===== src/rtl/calc1_pkg.sv =====
// calc1_pkg: shared calc1 command/response encodings and sizes
package calc1_pkg;
    localparam int DATA_W    = 32;
    localparam int NUM_PORTS = 4;

    typedef enum logic [3:0] {
        CMD_NOP = 4'd0,
        CMD_ADD = 4'd1,
        CMD_SUB = 4'd2,
        CMD_LSH = 4'd5,
        CMD_RSH = 4'd6
    } cmd_e;

    typedef enum logic [1:0] {
        RESP_NONE = 2'd0,
        RESP_OK   = 2'd1,
        RESP_ERR  = 2'd2
    } resp_e;

    typedef enum logic [1:0] {
        ST_IDLE,
        ST_OP2,
        ST_WAIT
    } state_e;
endpackage


===== src/rtl/calc1_expect.sv =====
// calc1_expect: combinational reference result for one calc1 request
module calc1_expect
    import calc1_pkg::*;
(
    input  logic [0:3]        cmd,
    input  logic [0:DATA_W-1] op1,
    input  logic [0:DATA_W-1] op2,
    output logic [0:1]        exp_resp,
    output logic [0:DATA_W-1] exp_data
);
    logic [DATA_W:0] sum;
    logic [0:4]      shamt;

    assign sum   = {1'b0, op1} + {1'b0, op2};
    assign shamt = op2[27:31];

    // unknown command codes fall through to ERR with zero data
    always_comb begin
        exp_resp = (cmd == CMD_ADD) ? (sum[DATA_W] ? RESP_ERR : RESP_OK) :
                   (cmd == CMD_SUB) ? ((op1 < op2) ? RESP_ERR : RESP_OK) :
                   (cmd == CMD_LSH || cmd == CMD_RSH) ? RESP_OK : RESP_ERR;
        exp_data = (cmd == CMD_ADD) ? sum[DATA_W-1:0] :
                   (cmd == CMD_SUB) ? op1 - op2 :
                   (cmd == CMD_LSH) ? op1 << shamt :
                   (cmd == CMD_RSH) ? op1 >> shamt : '0;
    end
endmodule


===== config.mk =====
export PLATFORM = sky130hd
export DESIGN_NAME = calc1_expect
export DESIGN_NICKNAME = d
export VERILOG_FILES = /design/src/rtl/calc1_pkg.sv /design/src/rtl/calc1_expect.sv
export SDC_FILE = /design/constraint.sdc
export NUM_CORES = 1
export LEC_CHECK = 0
export CAP_MARGIN = 5
export CORE_ASPECT_RATIO = 0.7
export CORE_MARGIN = 5
export CORE_UTILIZATION = 45
export DETAILED_ROUTE_END_ITERATION = 16
export GPL_TIMING_DRIVEN = 0
export PLACE_DENSITY = 0.67
export SLEW_MARGIN = 20
export SYNTH_ARGS = -nofsm -noshare
export SYNTH_HDL_FRONTEND = slang
export SYNTH_SLANG_ARGS = --single-unit

===== constraint.sdc =====
create_clock -name vclk -period 6.65
set_input_delay 1.33 -clock vclk [all_inputs]
set_output_delay 1.33 -clock vclk [all_outputs]
set_load 0.005 [all_outputs]

==> impl_metrics.toml <==
[global_route]
grt_pass1_wl_um = 56400
grt_max_degree = 16
grt_overflow = 0
grt_pass1_vias = 8987
antenna_found_initial = 1
gr-usage-all-layers_pct = 37.4

[detailed_routing]
drt_iter0_drc = 1575
wl_um = 38300
dr_total_vias = 9850
antenna_left = 0
drc = 0
wire_per_inst_um = 27.1
firstDrtPassIters = 8
via_per_inst = 6.97

[timing]
drv_slew = 0
setup_violations = 1
rsz0062_at_grt = "yes"
tightestPinTransition_ns = 0.911
finalCritPeriodShare_pct = 101
slew-limit-headroom_pct = 38.8
fmax_mhz = 150
final_hold_viol_count = 0
finalCriticalPeriod_ns = 6.68
fin_ws_ns = -0.0345

[die]
ios = 102
start_util_pct = 46.1
die_area_um2 = 19500
die_h_um = 118
die_w_um = 165
coreArea_um2 = 16400
rows = 39

[critical_path]
cp.arrival_ns = 5.35
endpoint_kind = "output port"
worst-path-max-fanout = 10
critPathBufInv = 6
startpoint_type = "primary input"
crit_path_cell_trace = "clkdlybuf4s50_1, buf_2, buf_6, buf_4, clkbuf_4, o21ai_0, mux4_2, a221o_1, a21oi_1, a21oi_1, clkdlybuf4s50_1"
critPathMaxStageDelay_ns = 0.58
path_delay_family = "buffers and inverters"
required_ns = 5.32
cp_slowest_cell = "mux4_2"
crit_type = "in -> out"

[placed_design]
io_buffer_count = 101
place.gp.congestion = 1.11
preCtsSetupSlack_ns = -1.58
dp_hpwl_um = 30900

[yosys]
synth_common_cells = "nor2_1, a21oi_1, nand2_1"
postSynthAreaPerCell_um2 = 6.97
ys_types = 92
postSynthCellCount = 1085
synth_area_leader_cell = "ha_1"
ys_warn_count = 0
synth_top_area_share_pct = 10.8
ys_seq_area_share_pct = 0
postSynthNetCount = 1220
synth_area_leaders = "ha_1, mux4_2, mux2i_1"
synth.most_common_cell = "nor2_1"
synth_area_um2 = 7560

[status]
violations = "negative setup slack"
outcome = "finished, violations left"

[min_path]
holdPathStages = 5
hp-start = "op1[31]"
holdPathEnd = "exp_data[31]"
hold_path.class = "in -> out"

[final_layout]
fin_util_pct = 55.9
regArea_um2 = 0
drive_above_1_share_pct = 13.1
clock_buffers = 0
layout.nets = 1324
syn2layout_area_growth_pct = 21.2
nFlopsAndLatches = 0

[run]
drv_cap = 0

[clocking]
cts_hold_buf = 0
[final cells by class]
cell class | instances | area [µm²]
fill | 1664 | 7230
tap | 225 | 282
antenna | 1 | 2.50
multi-input combinational | 929 | 7150
inverter | 70 | 268
timing repair buffer | 105 | 1050
buffer | 83 | 413
[cells in the final DEF (no fill, tap or decap), types with 12 or more instances in the layout]
master,count
mux4_2,32
o22ai_1,22
nor3_1,29
nor2b_1,13
mux2i_1,60
a221o_1,15
nand2b_1,17
ha_1,62
nor2_1,133
and2_1,13
a31oi_1,12
inv_1,65
buf_4,13
clkbuf_1,47
a21oi_1,103
a221oi_1,12
buf_2,18
mux2_2,25
a21o_1,18
nand2_1,72
clkdlybuf4s50_1,92
o221ai_1,17
o21ai_0,42
nand3_1,18
a211oi_1,15
o211ai_1,17
[per-stage QoR]
step	TNS, ns	instances	hold WS [ns]	area (µm²)
3_3_place_gp	-35.09	1411	3.61	8860
3_5_place_dp	-30.68	1411	3.65	8870
5_1_grt	-0.144	1413	3.65	9170
4_1_cts	0	1412	3.62	9050
6_report	-0.0345	1413	3.60	9170
2_1_floorplan	0	1085	2.81	7560
[logic make-up after synthesis]
kind of cell / Yosys count / share of synthesized area (%)
AOI/OAI and AO/OA: 390 / 35.9
and+or+nand+nor: 346 / 21.8
buffers and inverters: 156 / 8.77
muxes: 120 / 21.6
adders and majority gates: 67 / 11.3
xor gates and xnor gates: 6 / 0.695
[how the worst max path moves through the flow]
| stage | from | endpoint | slack (ns) | cells after the start |
|---|---|---|---|---|
| 3_5_place_dp | op2[29] | exp_resp[0] | -1.58 | 15 |
| 2_1_floorplan | op2[29] | exp_resp[0] | 0.67 | 13 |
| 4_1_cts | op2[29] | exp_data[5] | 0.02 | 16 |
| 3_3_place_gp | op2[29] | exp_resp[0] | -2.08 | 15 |
| 6_report | op2[31] | exp_data[21] | -0.03 | 11 |
| 5_1_grt | op2[31] | exp_data[21] | -0.14 | 11 |
[metal layers]
layer,up-vias,wire length [µm],GRT usage [%]
met4,2,967,6.55
met1,4614,16600,57.4
met5,-,41,1.52
met3,69,6370,14.6
met2,816,14300,48.8
li1,4349,-,-
[timing repair]
item	4_1_cts	5_1_grt
gates cloned	0	0
endpoints found under the setup margin	31	19
pin swaps	6	5
buffers inserted	3	1
gates resized for setup	38	38
